## src/rtl/ps2_pkg.sv

```systemverilog
// Shared PS/2 definitions: transmitter states, frame sizes and parity helper.
package ps2_pkg;

    typedef enum logic [2:0] {
        REPOSO,
        INHIBIR,
        SOLICITAR,
        TRANSMITIR,
        ACK,
        FIN
    } ps2_tx_estado_t;

    localparam int unsigned PS2_N_DATOS = 8;
    localparam int unsigned PS2_N_TRAMA = 10;

    // Odd parity: data plus parity bit always carry an odd number of ones.
    function automatic logic ps2_paridad_impar(input logic [PS2_N_DATOS-1:0] i_d);
        return ~^i_d;
    endfunction

endpackage

```

## src/rtl/ps2_sincronizador.sv

```systemverilog
// Two-flop synchronizer for one PS/2 pin plus a registered falling-edge pulse.
// Flops reset to 1 (idle bus level) so reset never fakes an edge from a high pin.
module ps2_sincronizador (
    input  logic i_clk,
    input  logic i_rst,
    input  logic i_pin,
    output logic o_nivel,
    output logic o_fe
);

    logic r_s1;
    logic r_s2;
    logic r_prev;
    logic r_fe;

    // Synchronize the pin and flag a 1->0 transition of the synchronized level.
    always_ff @(posedge i_clk or posedge i_rst) begin
        if (i_rst) begin
            r_s1   <= 1'b1;
            r_s2   <= 1'b1;
            r_prev <= 1'b1;
            r_fe   <= 1'b0;
        end else begin
            r_s1   <= i_pin;
            r_s2   <= r_s1;
            r_prev <= r_s2;
            r_fe   <= r_prev & ~r_s2;
        end
    end

    assign o_nivel = r_s2;
    assign o_fe    = r_fe;

endmodule

```

## src/rtl/ps2_transmisor.sv

```systemverilog
// Host-to-device PS/2 transmitter: inhibit, request-to-send, 10-bit frame on
// device clock edges, acknowledge check and timeout. The board top turns the
// oe outputs into open-drain pins (pin = oe ? 1'b0 : 1'bz).
module ps2_transmisor
    import ps2_pkg::*;
#(
    parameter int unsigned INHIBIT_CYC = 5000,
    parameter int unsigned TIMEOUT_CYC = 750000
) (
    input  logic       clk,
    input  logic       rst,
    input  logic [7:0] dato,
    input  logic       enviar,
    output logic       ocupado,
    output logic       listo,
    output logic       error,
    input  logic       ps2_clk_i,
    input  logic       ps2_dat_i,
    output logic       ps2_clk_oe,
    output logic       ps2_dat_oe
);

    localparam int unsigned W_INH = $clog2(INHIBIT_CYC + 1);
    localparam int unsigned W_TO  = $clog2(TIMEOUT_CYC + 1);
    localparam int unsigned W_BIT = $clog2(PS2_N_TRAMA + 1);

    logic w_clk_sinc;
    logic w_clk_fe;
    logic w_dat_sinc;
    logic w_dat_fe_unused;

    ps2_tx_estado_t         r_estado,  w_estado_sig;
    logic [W_INH-1:0]       r_inh,     w_inh_sig;
    logic [W_TO-1:0]        r_to,      w_to_sig;
    logic [W_BIT-1:0]       r_bit,     w_bit_sig;
    logic [PS2_N_TRAMA-1:0] r_trama,   w_trama_sig;
    logic                   r_clk_oe,  w_clk_oe_sig;
    logic                   r_dat_oe,  w_dat_oe_sig;
    logic                   r_listo,   w_listo_sig;
    logic                   r_error,   w_error_sig;

    ps2_sincronizador u_sinc_clk (
        .i_clk   (clk),
        .i_rst   (rst),
        .i_pin   (ps2_clk_i),
        .o_nivel (w_clk_sinc),
        .o_fe    (w_clk_fe)
    );

    ps2_sincronizador u_sinc_dat (
        .i_clk   (clk),
        .i_rst   (rst),
        .i_pin   (ps2_dat_i),
        .o_nivel (w_dat_sinc),
        .o_fe    (w_dat_fe_unused)
    );

    // State, counters, frame and registered line/pulse outputs.
    always_ff @(posedge clk or posedge rst) begin
        if (rst) begin
            r_estado <= REPOSO;
            r_inh    <= '0;
            r_to     <= '0;
            r_bit    <= '0;
            r_trama  <= '0;
            r_clk_oe <= 1'b0;
            r_dat_oe <= 1'b0;
            r_listo  <= 1'b0;
            r_error  <= 1'b0;
        end else begin
            r_estado <= w_estado_sig;
            r_inh    <= w_inh_sig;
            r_to     <= w_to_sig;
            r_bit    <= w_bit_sig;
            r_trama  <= w_trama_sig;
            r_clk_oe <= w_clk_oe_sig;
            r_dat_oe <= w_dat_oe_sig;
            r_listo  <= w_listo_sig;
            r_error  <= w_error_sig;
        end
    end

    // Next state and next registered outputs; timeout overrides the protocol.
    always_comb begin
        w_estado_sig = r_estado;
        w_inh_sig    = r_inh;
        w_to_sig     = r_to;
        w_bit_sig    = r_bit;
        w_trama_sig  = r_trama;
        w_clk_oe_sig = r_clk_oe;
        w_dat_oe_sig = r_dat_oe;
        w_listo_sig  = 1'b0;
        w_error_sig  = 1'b0;

        unique case (r_estado)
            REPOSO: begin
                w_clk_oe_sig = 1'b0;
                w_dat_oe_sig = 1'b0;
                if (enviar) begin
                    w_trama_sig  = {1'b1, ps2_paridad_impar(dato), dato};
                    w_inh_sig    = '0;
                    w_bit_sig    = '0;
                    w_clk_oe_sig = 1'b1;
                    w_estado_sig = INHIBIR;
                end
            end
            INHIBIR: begin
                if (r_inh == W_INH'(INHIBIT_CYC - 1)) begin
                    w_dat_oe_sig = 1'b1;
                    w_estado_sig = SOLICITAR;
                end else begin
                    w_inh_sig = r_inh + 1'b1;
                end
            end
            SOLICITAR: begin
                w_to_sig     = '0;
                w_clk_oe_sig = 1'b0;
                w_estado_sig = TRANSMITIR;
            end
            TRANSMITIR: begin
                w_to_sig = r_to + 1'b1;
                if (w_clk_fe) begin
                    w_dat_oe_sig = ~r_trama[0];
                    w_trama_sig  = {1'b0, r_trama[PS2_N_TRAMA-1:1]};
                    w_bit_sig    = r_bit + 1'b1;
                    if (r_bit == W_BIT'(PS2_N_TRAMA - 1)) begin
                        w_estado_sig = ACK;
                    end
                end
            end
            ACK: begin
                w_to_sig = r_to + 1'b1;
                if (w_clk_fe) begin
                    if (!w_dat_sinc) begin
                        w_estado_sig = FIN;
                    end else begin
                        w_error_sig  = 1'b1;
                        w_dat_oe_sig = 1'b0;
                        w_estado_sig = REPOSO;
                    end
                end
            end
            FIN: begin
                w_to_sig = r_to + 1'b1;
                if (w_clk_sinc && w_dat_sinc) begin
                    w_listo_sig  = 1'b1;
                    w_dat_oe_sig = 1'b0;
                    w_estado_sig = REPOSO;
                end
            end
            default: begin
                w_clk_oe_sig = 1'b0;
                w_dat_oe_sig = 1'b0;
                w_estado_sig = REPOSO;
            end
        endcase

        if ((r_estado == TRANSMITIR || r_estado == ACK || r_estado == FIN) &&
            r_to == W_TO'(TIMEOUT_CYC - 1)) begin
            w_clk_oe_sig = 1'b0;
            w_dat_oe_sig = 1'b0;
            w_listo_sig  = 1'b0;
            w_error_sig  = 1'b1;
            w_estado_sig = REPOSO;
        end
    end

    assign ocupado    = (r_estado != REPOSO);
    assign listo      = r_listo;
    assign error      = r_error;
    assign ps2_clk_oe = r_clk_oe;
    assign ps2_dat_oe = r_dat_oe;

endmodule

```

## config.mk

```make
export PLATFORM = sky130hd
export DESIGN_NAME = ps2_transmisor
export DESIGN_NICKNAME = d
export VERILOG_FILES = /design/src/rtl/ps2_pkg.sv /design/src/rtl/ps2_sincronizador.sv /design/src/rtl/ps2_transmisor.sv
export SDC_FILE = /design/constraint.sdc
export NUM_CORES = 1
export LEC_CHECK = 0
export ABC_CLOCK_PERIOD_IN_PS = 2590
export BUFFER_PORTS_ARGS = -buffer_cell sky130_fd_sc_hd__buf_2
export CAP_MARGIN = 20
export CORE_MARGIN = 1
export CORE_UTILIZATION = 60
export CTS_CLUSTER_SIZE = 30
export DETAILED_ROUTE_END_ITERATION = 16
export PLACE_DENSITY = 0.79
export SYNTH_ARGS = -nofsm -noshare
export SYNTH_HDL_FRONTEND = slang
export SYNTH_SLANG_ARGS = --single-unit
```

## constraint.sdc

```tcl
create_clock -name clk -period 2.59 [get_ports clk]
set_clock_uncertainty 0.2 [all_clocks]
set_input_delay 0.1295 -clock clk [delete_from_list [all_inputs] [get_ports clk]]
set_output_delay 0.1295 -clock clk [all_outputs]
set_load 0.05 [all_outputs]
```

# Yosys cells after proc, flatten, opt, wreduce, memory -nomap -nowiden
# Index checks and enable logic that the tools add are counted.
# totals
romBits	0
n_memories	0
out_inout_bits	5
register_bits	60
latch_bits	0
in_bits	13
ram_bits	0
# classes
reduce_logical	16
n_div	0
bitwise	3
order_cmp	0
n_mux	36
mul	0
eq_ne	20
add_sub_neg	3
shifts	0
# op_table
operator	count
$pmux W20 S2	1
$mux W13	2
$pmux W13 S2	1
$mux W3	8
$add A20 B1 Y20 const B	1
$eq A20 B20 Y1 const B	1
$mux W10	2
$pmux W10 S2	1
$pmux W3 S6	1
$mux W1	15
$add A13 B1 Y13 const B	1
$eq A13 B13 Y1 const B	1
$reduce_and A6 Y1	2
$ne A3 B1 Y1 const B	3
$mux W4	2
$pmux W4 S2	1
$reduce_xnor A8 Y1	1
$eq A3 B2 Y1 const B	2
$eq A3 B3 Y1 const B	2
$ne A2 B2 Y1 const B	3
$ne A3 B2 Y1 const B	2
$ne A3 B3 Y1 const B	2
$reduce_and A3 Y1	2
$reduce_bool A2 Y1	3
14 further kinds	18

# Longest topological paths before layout
# Gate-level depths: netlist of the first run.
# depth
ltp_word	6
ltp_mapped	8
mapped_depth_nobuf	7

# Modules after synthesis
# Synthesis of the first run repeated with hierarchy kept, for this count alone.
# unflattened
cells_unflattened	321
hier_area_um2	3143.0
# modules_own_cells
module	cells_per_inst	area_each_um2	n_inst	seq_area_each_um2
ps2_transmisor	309	2900.3	1	1351.3
ps2_sincronizador	6	121.4	2	103.8

# Least setup slack after synthesis of the first run
# OpenSTA, ideal clock, no wires.
# synth_path
path_type	register -> register
start	register r_inh[0]
end	register r_dat_oe, in the netlist ps2_dat_oe
period_less_slack_ns	2.356
t_required_ns	2.265
stages_incl_launch_ff	7
arrival_time_ns	2.031
slack_ns	0.234
setup_ns	0.125
cell_sequence	dfrtp_1 ha_1 or4bb_1 nor4_4 o32a_2 nand3_2 mux2_4
# synth_via
elab_chain_len	3
# synth_lines
element	line	text
from (decl)	ps2_transmisor.sv:33	logic [W_INH-1:0] r_inh, w_inh_sig;
from (signal assigned)	ps2_transmisor.sv:72	r_inh <= w_inh_sig;
$eq A13 B13 Y1	ps2_transmisor.sv:108	if (r_inh == W_INH'(INHIBIT_CYC - 1)) begin
$ne A3 B3 Y1 (no line)	n/a	
$reduce_and A6 Y1 (no line)	n/a	
to (signal assigned)	ps2_transmisor.sv:77	r_dat_oe <= w_dat_oe_sig;
to (decl)	ps2_transmisor.sv:38	logic r_dat_oe, w_dat_oe_sig;
# Every way passes these cells.
# A chain may end at the register's enable or synchronous reset.

# Worst setup path in the final report of the first run
# Same ends and word-level chain as after synthesis.

==> flow_summary.json, run 1 <==
{
  "status": "completed",
  "track_usage_pct": 29.7,
  "wl_um": 7020,
  "die_area_um2": 5450,
  "ys_seq_area_share_pct": 48.7,
  "holdWs_ns": 0.0981,
  "syn_area_um2": 3100,
  "cp.required_ns": 2.62,
  "cts_sinks": 60,
  "grt_pass1_wl_um": 11900,
  "cp-end-kind": "register",
  "layout-area-overhead-vs-synth_pct": 17.2,
  "antenna_found_initial": 0,
  "die_h_um": 73.9,
  "netlist.top_cell.by_area": "dfrtp_1",
  "synth_edf_count": 0,
  "synth_top_area_share_pct": 44.4,
  "crit_slowest_cell": "or4bb_1",
  "setup_viol": 0,
  "hpwlAfterDp_um": 4450,
  "synth_ff_type": "dfrtp_1",
  "fin_nets": 375,
  "clk-insertion-delay-late_ns": 0.35,
  "root_buffer": "clkbuf_8",
  "p_int_mw": 1.80,
  "routedWlPerCell_um": 16.3,
  "drtIter0Drc": 229,
  "layout_min_cycle_time_ns": 2.43,
  "vias": 2607,
  "async_flop_share_pct": 100,
  "period_share_pct": 94.0,
  "grt_max_degree": 34,
  "p_sw_share_pct": 31.4,
  "power_per_cell_area_nw_per_um2": 724,
  "p_seq_share_pct": 47.9,
  "avgViaCountPerCell": 6.06,
  "drive_above_1_share_pct": 17.1,
  "switchingPower_mw": 0.824,
  "worst_pin_slew_ns": 0.675,
  "first_global_vias": 2479,
  "rows": 25,
  "clk_pin_slew_ns": 0.07,
  "dp_slack_ns": 0.167,
  "crit_type": "register to register",
  "max-slew-margin-rel_pct": 54.9,
  "htreeDepth": 3,
  "cts_buffers": 9,
  "synth_area_leaders": "dfrtp_1 44%, mux2i_1 5.5%, nand2_1 5.3%, dfstp_2 4.2%, o21ai_0 4.0%",
  "maxSlewViolCount": 0,
  "synth_cell_types": 52,
  "dieWidth_um": 73.9,
  "rsz0062_at_grt": "false",
  "fin_setup_tns_ns": 0,
  "postLayoutCoreUtil_pct": 74.9,
  "ir_worst_vdd_v": 0.000669,
  "io_buffer_count": 17,
  "yosysWarnings": 0,
  "critPathMaxFanout": 5,
  "dr.pass1.iters": 4,
  "antenna_cells": 0,
  "leakagePower_nw": 1.69,
  "arrival_ns": 2.47,
  "pwr-share-comb_pct": 18.1,
  "ioPinCount": 18,
  "avgSynthCellArea_um2": 9.68,
  "syn_inst": 320,
  "start_kind": "register",
  "cts_tree": "built",
  "cts_buffer_depth": 2,
  "grt.overflow.total": 0,
  "ys_ff_latch": 60,
  "synth.net_count": 337,
  "drc": 0,
  "crit_chain": "ha_1 > or4bb_1 > nor4_4 > o32a_2 > nand3_2 > mux2_4",
  "p_clk_share_pct": 34.0,
  "hp-class": "input pin to register",
  "max_freq_mhz": 411,
  "postRouteAntennaNets": 0,
  "final-hold-violation-count": 0,
  "start_util_pct": 63.9,
  "gp_congestion": 0.848,
  "fin_ws_ns": 0.155,
  "cpPeakStageDelay_ns": 0.53,
  "cap_violations": 0,
  "design.core.area_um2": 4850
}
[synthesized netlist by cell type (7+ instances only)]
master    number
a21oi_1       13
nor3_1         7
o21ai_0       25
nand2_1       44
xor2_1         8
inv_1          7
clkbuf_1      11
nor2_1        20
mux2i_1       17
nand3_1       15
nand4_1       10
xnor2_1        8
dfrtp_1       55
[metal layers]
| layer | up-vias | global-route usage, % | part of all wire (%) | wire length [µm] |
|---|---|---|---|---|
| met3 | 15 | 7.96 | 4.3 | 299 |
| met4 | 0 | 10.9 | 1.6 | 110 |
| met1 | 1292 | 39.7 | 45 | 3130 |
| met5 | - | 0 | 0 | 0 |
| met2 | 68 | 46.4 | 50 | 3480 |
| li1 | 1232 | - | - | - |
[critical path: cells and delay by family, from the launching register on]
family,cells,cell delay (ns)
AOI/OAI and AO/OA,1,0.22
adders and majority gates,1,0.18
DFF,1,0.41
muxes,1,0.30
and+or+nand+nor,3,1.02
[state kept, by name, summed over array words and instances (netlist names), 3 cells and up]
signal    flops
r_inh        13
r_to         20
r_estado      3
r_bit         4
r_trama      10
[worst paths after layout]
path                                       to            start  slack [ns]  cells past startpoint
min                                  r_inh[0]           enviar         0.1                      4
min in group asynchronous               error              rst        0.24                      3
max                                ps2_dat_oe         r_inh[0]        0.16                      6
max in group asynchronous            r_inh[9]              rst        1.29                      4
min reg2reg                u_sinc_dat.o_nivel  u_sinc_dat.r_s1        0.16                      0
max reg2reg                        ps2_dat_oe         r_inh[0]        0.16                      6
[final cells by class]
class	instances	area, µm²
Clock inverter	5	60.1
Inverter	7	26.3
Clock buffer	11	151
Timing Repair Buffer	41	293
Fill cell	345	1220
Tap cell	67	83.8
Multi-Input combinational cell	239	1510
Sequential cell	60	1510
[cells in the final DEF (no fill, tap or decap), types with 6 or more instances in the layout]
master         netlist  final
o21ai_0             25     25
a21oi_1             13     13
inv_1                7      6
nand4_1             10     10
buf_4                0     13
nor3_1               7      7
clkbuf_8             0     11
nand3_1             15     15
xnor2_1              8      8
xor2_1               8      8
nor2_1              20     20
dlygate4sd3_1        0     11
buf_2                2     17
nand2_1             44     44
and3_1               6      6
dfrtp_1             55     55
mux2i_1             17     17
[metrics by stage]
| stage | std cells | cell area [µm²] | power, mW |
|---|---|---|---|
| 5_1_grt | 430 | 3630 | 2.77 |
| 4_1_cts | 430 | 3630 | 2.62 |
| 3_5_place_dp | 403 | 3310 | 1.72 |
| 6_report | 430 | 3630 | 2.63 |
| 2_1_floorplan | 320 | 3100 | 1.58 |
| 3_3_place_gp | 403 | 3310 | 1.68 |
[power by group through the flow]
stage / Sequential [mW] / Combinational (mW) / Clock, mW
after global routing: 1.28 / 0.545 / 0.946
final: 1.26 / 0.476 / 0.893
after CTS: 1.25 / 0.470 / 0.896
after floorplan: 1.26 / 0.317 / 0
after global placement: 1.25 / 0.430 / 0
after detailed placement: 1.27 / 0.451 / 0
[repair_timing]
action                                 in CTS  in global routing
resized for setup                           0                  0
buffers inserted                            0                  0
hold buffers                               11                  0
endpoints found under the hold margin      36                  0
[kinds of logic after synthesis]
kind of cell / share of synthesized area (%)
AOI/OAI and AO/OA: 13.5
muxes: 6.34
adders and majority gates: 1.62
xor gates and xnor gates: 4.52
DFF: 48.7
and+or+nand+nor: 22.7
buffers and inverters: 2.63
Power figures use the tool's default switching activity.
==> run 2, diff against run 1 <==
ABC_CLOCK_PERIOD_IN_PS = 2000   (was 2590)
CORE_UTILIZATION = 55   (was 60)
PLACE_DENSITY = 0.76   (was 0.79)
clock period = 2 ns   (was 2.59 ns; I/O delays follow)
==> run 2 against run 1 <==
  * The flow now finishes with violations (setup timing)
  * Utilization grew 3.0 points
  * Routed wire length grew 1.3%
  * Combinational power grew 81%
  * Global-route usage shrank 3.8 points
  * Non-clock buffer count grew 43
  * Maximum frequency grew 5.9%
  * Via count grew 4.8%
  * Critical path type unchanged
  * Critical endpoint unchanged
  * Largest cell class unchanged
==> flow_summary.json, run 2 (synthesis gave the netlist of run 1 again) <==
{
  "status": "finished, violations left",
  "violations": "setup timing",
  "drive_above_1_share_pct": 29.3,
  "ir_worst_vdd_v": 0.000761,
  "period_share_pct": 115,
  "antenna_cells": 0,
  "holdWs_ns": 0.116,
  "hpwlAfterDp_um": 4620,
  "maxSlewViolCount": 0,
  "dr.pass1.iters": 4,
  "postPlaceCellArea_um2": 3620,
  "drtIter0Drc": 194,
  "cts_buffer_depth": 2,
  "cts_tree": "built",
  "final_cell_mix": "54 x dfrtp_1, 49 x buf_4, 44 x nand2_1, 22 x o21ai_0, 19 x nor2_1",
  "postLayoutCoreUtil_pct": 77.8,
  "ioPinCount": 18,
  "clk_pin_slew_ns": 0.07,
  "io_buffer_count": 17,
  "die_h_um": 77.1,
  "fin_nets": 418,
  "cap_violations": 0,
  "critPathMaxFanout": 4,
  "p_total_mw": 3.63,
  "gp_congestion": 0.877,
  "hp-class": "input pin to register",
  "rows": 26,
  "layout-area-overhead-vs-synth_pct": 32.4,
  "rsz0062_at_grt": "true",
  "leakagePower_nw": 1.93,
  "track_usage_pct": 25.8,
  "start_util_pct": 58.8,
  "worst_pin_slew_ns": 0.559,
  "fin_area_um2": 4100,
  "dp_slack_ns": -0.219,
  "cts_buffers": 9,
  "grt_max_degree": 61,
  "grt_pass1_wl_um": 12000,
  "routedWlPerCell_um": 14.9,
  "htreeDepth": 3,
  "setup_viol": 18,
  "max_freq_mhz": 435,
  "root_buffer": "clkbuf_8",
  "first_global_vias": 2620,
  "grt.overflow.total": 0,
  "fin_setup_tns_ns": -2.83,
  "fin_ws_ns": -0.298,
  "final-hold-violation-count": 0,
  "dieWidth_um": 77.1,
  "crit_type": "register to register",
  "vias": 2733,
  "place_inst": 444,
  "cp-end-kind": "register",
  "max-slew-margin-rel_pct": 62.3,
  "cp.required_ns": 2.01,
  "layout_min_cycle_time_ns": 2.30,
  "stdcell_count": 476,
  "design.core.area_um2": 5270,
  "arrival_ns": 2.31,
  "wl_um": 7110,
  "start_kind": "register",
  "largest-register": "r_to",
  "avgViaCountPerCell": 5.74,
  "drc": 0,
  "postRouteAntennaNets": 0,
  "mostFrequentLayoutCell": "dfrtp_1",
  "reg_top3": "r_to (20), r_inh (13), r_trama (10)",
  "largest_register_ffs": 20,
  "die_area_um2": 5940,
  "clk-insertion-delay-late_ns": 0.33,
  "antenna_found_initial": 0,
  "power_per_cell_area_nw_per_um2": 885,
  "cts_sinks": 60
}
-- run 2: changes by cell type in the layout (fill, tap and decap cells not counted), moves of 2 or more --
cell      previous run  this run
clkinv_2             1         3
o21ai_2              0         2
and3_4               0         2
buf_6                0         5
clkinv_4             2         0
buf_4               13        49
and3_1               6         4
buf_12               0         2
o21ai_0             25        22
-- run 2: worst paths after layout --
check	startpoint	endpoint	slack, ns	cells after the start
setup / recovery	r_inh[0]	ps2_dat_oe	-0.30	6
hold / removal	enviar	r_estado[0]	0.12	5
setup reg to reg	r_inh[0]	ps2_dat_oe	-0.30	6
hold reg to reg	u_sinc_clk.r_s1	u_sinc_clk.o_nivel	0.16	0
max in group asynchronous	rst	u_sinc_clk.r_s1	1.11	4
min in group asynchronous	rst	r_to[18]	0.19	4
-- run 2: final cells by class --
class,instances,area [µm²]
inverter,7,26.3
sequential,60,1510
fill,351,1170
clock buffer,11,141
timing repair buffer,84,659
tap,70,87.6
clock inverter,5,75.1
multi-input combinational,239,1600
-- run 2: timing repair --
| action | CTS | global route |
|---|---|---|
| pin swaps | 8 | 16 |
| resized for setup | 14 | 15 |
| endpoints found under the hold margin | 70 | 0 |
| setup buffers | 4 | 4 |
| endpoints found under the setup margin | 20 | 29 |
| hold buffers | 11 | 0 |
-- run 2: critical path, stage by stage (launching register included) --
cell and delay, ns:
dfrtp_1 0.36, ha_2 0.18, or4bb_4 0.47, nor4_4 0.33, o32a_2 0.25, nand3_2 0.09
mux2_4 0.31
-- run 2: where the power goes --
part / internal [mW] / switching, mW
sequential: 1.43 / 0.135
combinational: 0.405 / 0.458
clock: 0.730 / 0.470
total: 2.57 / 1.06
-- run 2: metal layers --
| metal | share of wire, % | vias to the layer above | global-route usage, % |
|---|---|---|---|
| li1 | - | 1325 | - |
| met3 | 4.6 | 9 | 4.88 |
| met4 | 1.0 | 0 | 9.81 |
| met5 | 0 | - | 0 |
| met2 | 48 | 74 | 41.0 |
| met1 | 46 | 1325 | 35.3 |
